`src/rtl/mem_dbus_access_pkg.sv`:
```
// Shared encodings for the MEM-stage data-bus access block: ALU op codes,
// exception codes, bus size encodings and the 3-bit FSM state type.
package mem_dbus_access_pkg;

  localparam logic [7:0] ALUOP_NOP  = 8'h00;
  localparam logic [7:0] ALUOP_ADDU = 8'h19;
  localparam logic [7:0] ALUOP_LB   = 8'h90;
  localparam logic [7:0] ALUOP_LBU  = 8'h91;
  localparam logic [7:0] ALUOP_LH   = 8'h92;
  localparam logic [7:0] ALUOP_LHU  = 8'h93;
  localparam logic [7:0] ALUOP_LW   = 8'h94;
  localparam logic [7:0] ALUOP_SB   = 8'h98;
  localparam logic [7:0] ALUOP_SH   = 8'h99;
  localparam logic [7:0] ALUOP_SW   = 8'h9A;

  localparam logic [4:0] EXC_NONE = 5'h10;
  localparam logic [4:0] EXC_ADEL = 5'h04;
  localparam logic [4:0] EXC_ADES = 5'h05;

  localparam logic [1:0] SIZE_BYTE = 2'd0;
  localparam logic [1:0] SIZE_HALF = 2'd1;
  localparam logic [1:0] SIZE_WORD = 2'd2;

  typedef enum logic [2:0] {
    StIdle  = 3'd0,
    StReq   = 3'd1,
    StWait  = 3'd2,
    StDone  = 3'd3,
    StDrain = 3'd4
  } state_e;

  function automatic logic is_store(input logic [7:0] op);
    return op inside {ALUOP_SB, ALUOP_SH, ALUOP_SW};
  endfunction

  function automatic logic is_access(input logic [7:0] op);
    return is_store(op) || (op inside {ALUOP_LB, ALUOP_LBU, ALUOP_LH, ALUOP_LHU, ALUOP_LW});
  endfunction

  function automatic logic [1:0] op_size(input logic [7:0] op);
    logic [1:0] size;
    size = SIZE_BYTE;
    if (op inside {ALUOP_LH, ALUOP_LHU, ALUOP_SH}) size = SIZE_HALF;
    if (op inside {ALUOP_LW, ALUOP_SW})            size = SIZE_WORD;
    return size;
  endfunction

endpackage

```
`src/rtl/mem_dbus_access_lane.sv`:
```
// Combinational byte-lane helper: store strobe/replication and load
// lane selection with sign or zero extension.
module mem_lane_ext
  import mem_dbus_access_pkg::*;
(
  input  logic [7:0]  op,
  input  logic [1:0]  lane,
  input  logic [31:0] din,
  input  logic [31:0] rdata,
  output logic [3:0]  wstrb,
  output logic [31:0] wdata,
  output logic [31:0] load_ext
);

  logic [7:0]  byte_sel;
  logic [15:0] half_sel;

  always_comb begin
    case (lane)
      2'd0:    byte_sel = rdata[7:0];
      2'd1:    byte_sel = rdata[15:8];
      2'd2:    byte_sel = rdata[23:16];
      default: byte_sel = rdata[31:24];
    endcase
    half_sel = lane[1] ? rdata[31:16] : rdata[15:0];
  end

  always_comb begin
    wstrb    = 4'b0000;
    wdata    = 32'h0;
    load_ext = 32'h0;
    case (op)
      ALUOP_SB: begin
        wstrb = 4'b0001 << lane;
        wdata = {4{din[7:0]}};
      end
      ALUOP_SH: begin
        wstrb = 4'b0011 << lane;
        wdata = {2{din[15:0]}};
      end
      ALUOP_SW: begin
        wstrb = 4'hF;
        wdata = din;
      end
      ALUOP_LB:  load_ext = {{24{byte_sel[7]}}, byte_sel};
      ALUOP_LBU: load_ext = {24'h0, byte_sel};
      ALUOP_LH:  load_ext = {{16{half_sel[15]}}, half_sel};
      ALUOP_LHU: load_ext = {16'h0, half_sel};
      ALUOP_LW:  load_ext = rdata;
      default: ;
    endcase
  end

endmodule

```
`src/rtl/mem_dbus_access.sv`:
```
// MEM-stage data-bus access FSM. Optional alignment trapping is enabled by
// defining MEM_ALIGN_CHECK_EN; otherwise misaligned addresses are force-aligned.
module mem_dbus_access
  import mem_dbus_access_pkg::*;
#(
  parameter int unsigned ADDR_W        = 32,
  parameter logic [31:0] UNMAPPED_MASK = 32'h1FFF_FFFF
) (
  input  logic              cpu_clk_50M,
  input  logic              cpu_rst_n,
  input  logic [7:0]        mem_aluop,
  input  logic [31:0]       mem_wd,
  input  logic [31:0]       mem_din,
  input  logic [4:0]        mem_exccode,
  input  logic              flush,
  input  logic              mem_adv,
  output logic              data_req,
  output logic              data_wr,
  output logic [1:0]        data_size,
  output logic [3:0]        data_wstrb,
  output logic [ADDR_W-1:0] data_addr,
  output logic [31:0]       data_wdata,
  input  logic              data_addr_ok,
  input  logic              data_data_ok,
  input  logic [31:0]       data_rdata,
  output logic [31:0]       load_data,
  output logic              stallreq_mem,
  output logic [4:0]        exccode_o
);

  state_e      state_q, state_d;
  logic [31:0] ld_q, ld_d;
  logic        req, stall;
  logic        access_op, store, clean, access_cond;
  logic [1:0]  size;
  logic [31:0] addr_aligned, addr_phys;
  logic [4:0]  align_exc;
  logic [3:0]  lane_wstrb;
  logic [31:0] lane_wdata, lane_load;

  assign access_op = is_access(mem_aluop);
  assign store     = is_store(mem_aluop);
  assign size      = op_size(mem_aluop);
  assign clean     = (mem_exccode == EXC_NONE);

`ifdef MEM_ALIGN_CHECK_EN
  logic misalign;
  assign misalign = ((size == SIZE_HALF) && mem_wd[0]) ||
                    ((size == SIZE_WORD) && (mem_wd[1:0] != 2'b00));
  assign access_cond  = access_op && clean && !flush && !misalign;
  assign align_exc    = (access_op && misalign) ? (store ? EXC_ADES : EXC_ADEL) : EXC_NONE;
  assign addr_aligned = mem_wd;
`else
  assign access_cond  = access_op && clean && !flush;
  assign align_exc    = EXC_NONE;
  always_comb begin
    addr_aligned = mem_wd;
    if (size == SIZE_HALF) addr_aligned[0]   = 1'b0;
    if (size == SIZE_WORD) addr_aligned[1:0] = 2'b00;
  end
`endif

  assign addr_phys = addr_aligned & UNMAPPED_MASK;

  mem_lane_ext u_lane (
    .op       (mem_aluop),
    .lane     (addr_aligned[1:0]),
    .din      (mem_din),
    .rdata    (data_rdata),
    .wstrb    (lane_wstrb),
    .wdata    (lane_wdata),
    .load_ext (lane_load)
  );

  always_comb begin
    state_d = state_q;
    ld_d    = ld_q;
    req     = 1'b0;
    stall   = 1'b0;
    case (state_q)
      // The slave may accept in the same cycle the request first appears.
      StIdle, StReq: begin
        if (state_q == StReq || access_cond) begin
          req     = 1'b1;
          stall   = 1'b1;
          state_d = StReq;
          if (data_addr_ok) begin
            if (data_data_ok) begin
              state_d = flush ? StIdle : StDone;
              ld_d    = lane_load;
            end else begin
              state_d = flush ? StDrain : StWait;
            end
          end else if (flush) begin
            state_d = StIdle;
          end
        end
      end
      StWait: begin
        stall = 1'b1;
        if (data_data_ok) begin
          state_d = flush ? StIdle : StDone;
          ld_d    = lane_load;
        end else if (flush) begin
          state_d = StDrain;
        end
      end
      StDone: begin
        if (mem_adv || flush) state_d = StIdle;
      end
      StDrain: begin
        stall = access_cond;
        if (data_data_ok) state_d = StIdle;
      end
      default: state_d = StIdle;
    endcase
    // Reset is active-high despite the port name.
    if (cpu_rst_n) begin
      req     = 1'b0;
      stall   = 1'b0;
      state_d = StIdle;
      ld_d    = 32'h0;
    end
  end

  always_ff @(posedge cpu_clk_50M) begin
    if (cpu_rst_n) begin
      state_q <= StIdle;
      ld_q    <= 32'h0;
    end else begin
      state_q <= state_d;
      ld_q    <= ld_d;
    end
  end

  assign data_req     = req;
  assign data_wr      = req & store;
  assign data_size    = req ? size : SIZE_BYTE;
  assign data_wstrb   = req ? lane_wstrb : 4'b0000;
  assign data_wdata   = req ? lane_wdata : 32'h0;
  assign data_addr    = req ? addr_phys[ADDR_W-1:0] : '0;
  assign stallreq_mem = stall;
  assign load_data    = (!cpu_rst_n && state_q == StDone) ? ld_q : 32'h0;
  assign exccode_o    = cpu_rst_n ? EXC_NONE : (clean ? align_exc : mem_exccode);

endmodule

```
`config.mk`:
```
export PLATFORM = sky130hd
export DESIGN_NAME = mem_dbus_access
export DESIGN_NICKNAME = d
export VERILOG_FILES = /design/src/rtl/mem_dbus_access_pkg.sv /design/src/rtl/mem_dbus_access_lane.sv /design/src/rtl/mem_dbus_access.sv
export SDC_FILE = /design/constraint.sdc
export NUM_CORES = 1
export LEC_CHECK = 0
export ABC_CLOCK_PERIOD_IN_PS = 6900
export CAP_MARGIN = 20
export CORE_MARGIN = 5
export CORE_UTILIZATION = 44
export CTS_BUF_LIST = sky130_fd_sc_hd__clkbuf_16
export DETAILED_ROUTE_END_ITERATION = 8
export PLACE_DENSITY_LB_ADDON = 0.3
export SETUP_SLACK_MARGIN = 0.5
export SLEW_MARGIN = 0
export SYNTH_ARGS = -nofsm -noshare
export SYNTH_HDL_FRONTEND = slang
export SYNTH_HIERARCHICAL = 1
export SYNTH_SLANG_ARGS = --single-unit
```
`constraint.sdc`:
```
create_clock -name cpu_clk_50M -period 6.9 [get_ports cpu_clk_50M]
set_input_delay 2.07 -clock cpu_clk_50M [delete_from_list [all_inputs] [get_ports cpu_clk_50M]]
set_output_delay 2.07 -clock cpu_clk_50M [all_outputs]
set_load 0.1 [all_outputs]
```
==> flow_summary.toml <==
[worst_setup_path]
worst_path_dominant_cell_family = "buffers and inverters"
cp_cell_sequence = "clkdlybuf4s50_1 > buf_4 > or3b_2 > a21oi_4 > and2_1 > nor3b_2 > buf_12"
crit_buf_inv = 3
critPathLaunchType = "primary input"
r2r-start = "state_q[1]"
cp.arrival_ns = 4.25
slowest_stage = "clkdlybuf4s50_1"
critPathMaxStageDelay_ns = 0.55
critPathMaxFanout = 10
critPathRequiredTime_ns = 4.83
path_class = "in -> out"
startpoint = "mem_aluop[3]"
end_kind = "primary output"

[logic_synthesis]
synth_cell_type_count = 58
synthCells = 552
syn_area_um2 = 4273
synth_edf_count = 0
synth-seq-area-share_pct = 16.40
synth-async-reset-ratio_pct = 0
yosysWarnings = 6
avgSynthCellArea_um2 = 7.741
synthFlopType = "dfxtp_1"
synth_seq_cells = 35

[min_path]
hold_start = "ld_q[5]"
hold_path_class = "reg -> reg"

[pwr]
combPwrFrac_pct = 32.2
p_total_uw = 605.4
peakVddDrop_v = 0.0001107
p_sw_share_pct = 28.62
internal_power_uw = 432.1
p_per_area_nw_per_um2 = 79.87
pwr-share-seq_pct = 33.4
pwr-share-clk_pct = 34.4
p_switching_uw = 173.2
p_leak_uw = 0.003002

[sta]
hold_viol_final = 0
min_period_ns = 6.316
holdWs_ns = 0.4681
tightestPinTransition_ns = 1.052
worst_slack_ns = 0.5844
finalCritPeriodShare_pct = 91.53
setup_violations = 0
relSlewSlack_pct = 29.88
fmax_ghz = 0.1583
rsz0062_at_grt = "true"
final.setup.tns_ns = 0
fin_worst_skew_ns = 0.004731
drv_slew = 0

[final_layout]
drive_gt1_share_pct = 28.70
nNetsFinal = 863
areaGrowthSynthToFinish_pct = 77.39
insertedDiodeCount = 0
final_area_um2 = 7580
fillers = 643

[flow_run]
cap_violations = 0

[global_route]
grt_pass1_wl_mm = 25.54
grt_max_degree = 77
antenna_found_initial = 0
grt_pass1_vias = 4983
grt_overflow_total = 0
grt_usage_pct = 26.98

[route]
drc = 0
ant_nets = 0
drt_iter0_drc = 441
wire_per_inst_um = 18.37
num_vias = 4886
vias_per_cell = 5.540
wl_mm = 16.20
dr.pass1.iters = 5

[placement]
hpwl_mm = 12.48
gp_congestion = 0.9249
dpl_cell_area_um2 = 7347
preCtsSetupSlack_ns = 0.3527
portBuffers = 218

[die]
rows = 36
die_w_um = 108.5
start_util_pct = 44.33
io_pins = 225
dieArea_um2 = 11780
die_height_um = 108.5
core-area_um2 = 9639

[clocking]
numCtsBuffers = 5
h-tree-depth = 2
cts_buffer_depth = 2
clkTransAtPathRegs_ns = 0.05
worstSkewPairLatency_ns = 0.28
cts.sinks = 35
cts_tree = "built"
cts-root-buf = "clkbuf_16"
cts.hold.buffers_added = 0

[run_status]
status = "finished, final reports clean"
==> cells in the mapped netlist (3+ instances only) <==
cell type,n,area [µm²]
o21ai_1,4,20.02
nand2_1,27,101.4
nand3_1,3,15.01
and2_1,43,269.0
nand2b_1,72,450.4
inv_1,3,11.26
nor2_1,39,146.4
a221oi_1,7,61.31
clkbuf_1,24,90.09
nor2b_1,19,118.9
a221o_1,8,80.08
a21oi_1,31,155.2
buf_6,8,90.09
buf_2,21,105.1
mux2i_1,56,560.5
buf_4,6,45.04
nor3_1,7,35.03
a21o_1,17,127.6
dfxtp_1,35,700.7
a32o_1,7,70.07
nor3b_1,47,352.8
nor3b_2,18,225.2
or2_2,10,62.56
==> worst paths after layout <==
| kind | end | slack (ns) | cells after the start |
|---|---|---|---|
| hold / removal | ld_q[5] | 0.47 | 2 |
| setup reg to reg | ld_q[27] | 4.97 | 5 |
| hold reg to reg | ld_q[5] | 0.47 | 2 |
| setup / recovery | data_wdata[1] | 0.58 | 7 |
==> power groups by stage <==
stage	sequential, µW	combinational (µW)	clock, µW
after floorplan	207	97.2	0
after global placement	207	182	0
after detailed placement	207	187	0
after CTS	202	190	213
after global routing	202	206	220
final	202	195	208
==> sequential cells by signal, summed over array words and instances, names as in the netlist <==
name	count
ld_q	32
state_q	3
==> through the flow <==
stage	utilization, %	cells
after floorplan	-	554
after global placement	76.22	868
after detailed placement	76.22	868
after CTS	78.22	878
after global routing	78.63	882
final	78.63	882
==> cell families after synthesis <==
kind of cell | count (synthesis) | synth area share [%]
and+or+nand+nor | 304 | 45.59
AOI/OAI and AO/OA | 93 | 16.28
buffers and inverters | 62 | 7.994
muxes | 57 | 13.65
DFF | 35 | 16.40
other | 1 | 0.08776
==> layout make-up <==
cell class | count | area, µm² | area share, %
clock buffer | 5 | 125.1 | 1.651
multi-input combinational | 457 | 3540 | 46.70
inverter | 3 | 11.26 | 0.1486
tap | 133 | 166.4 | 2.195
sequential | 35 | 700.7 | 9.244
timing repair buffer | 246 | 3024 | 39.90
clock inverter | 3 | 12.51 | 0.1651
==> metal layers <==
| metal | part of all wire [%] | track usage, % | wire (µm) | vias to the layer above |
|---|---|---|---|---|
| met5 | 0 | 0 | 0 | - |
| met4 | 2.1 | 6.583 | 336 | 0 |
| met3 | 9.2 | 8.000 | 1486 | 24 |
| met2 | 53 | 50.18 | 8554 | 253 |
| met1 | 36 | 29.83 | 5822 | 2290 |
| li1 | - | - | - | 2319 |
==> cells in the final DEF (no fill, tap or decap), drive strengths merged, types with 2 or more instances in the layout <==
| cell type | instances |
|---|---|
| a21o | 17 |
| nor2b | 19 |
| conb | 3 |
| dfxtp | 35 |
| or2 | 10 |
| inv | 5 |
| a32o | 7 |
| nor3b | 65 |
| or4 | 2 |
| nand2 | 27 |
| nor2 | 39 |
| nor4b | 2 |
| o21ai | 5 |
| clkdlybuf4s50 | 107 |
| nand3b | 2 |
| nor3 | 8 |
| a21oi | 33 |
| nand3 | 3 |
| dlygate4sd2 | 2 |
| mux2i | 56 |
| o211a | 3 |
| nand2b | 72 |
| o211ai | 2 |
| a221oi | 7 |
| a221o | 8 |
| o21a | 2 |
| and3 | 2 |
| clkbuf | 5 |
| buf | 136 |
| and2 | 43 |
| or3b | 2 |
==> worst register-to-register path, delay by kind of cell, from the launching register on <==
| family | cells | cell delay [ns] |
|---|---|---|
| AO/OA/AOI/OAI | 2 | 0.33 |
| multiplexers | 1 | 0.29 |
| flip-flops | 1 | 0.52 |
| AND/OR/NAND/NOR | 1 | 0.28 |
| buffers and inverters | 1 | 0.44 |
==> repair_timing <==
action	CTS	global route
gates cloned	0	0
resized for setup	13	4
pin swaps	2	2
buffers inserted	2	3
endpoints found under the setup margin	21	15
Note: power is estimated with default switching activity, not from simulation.
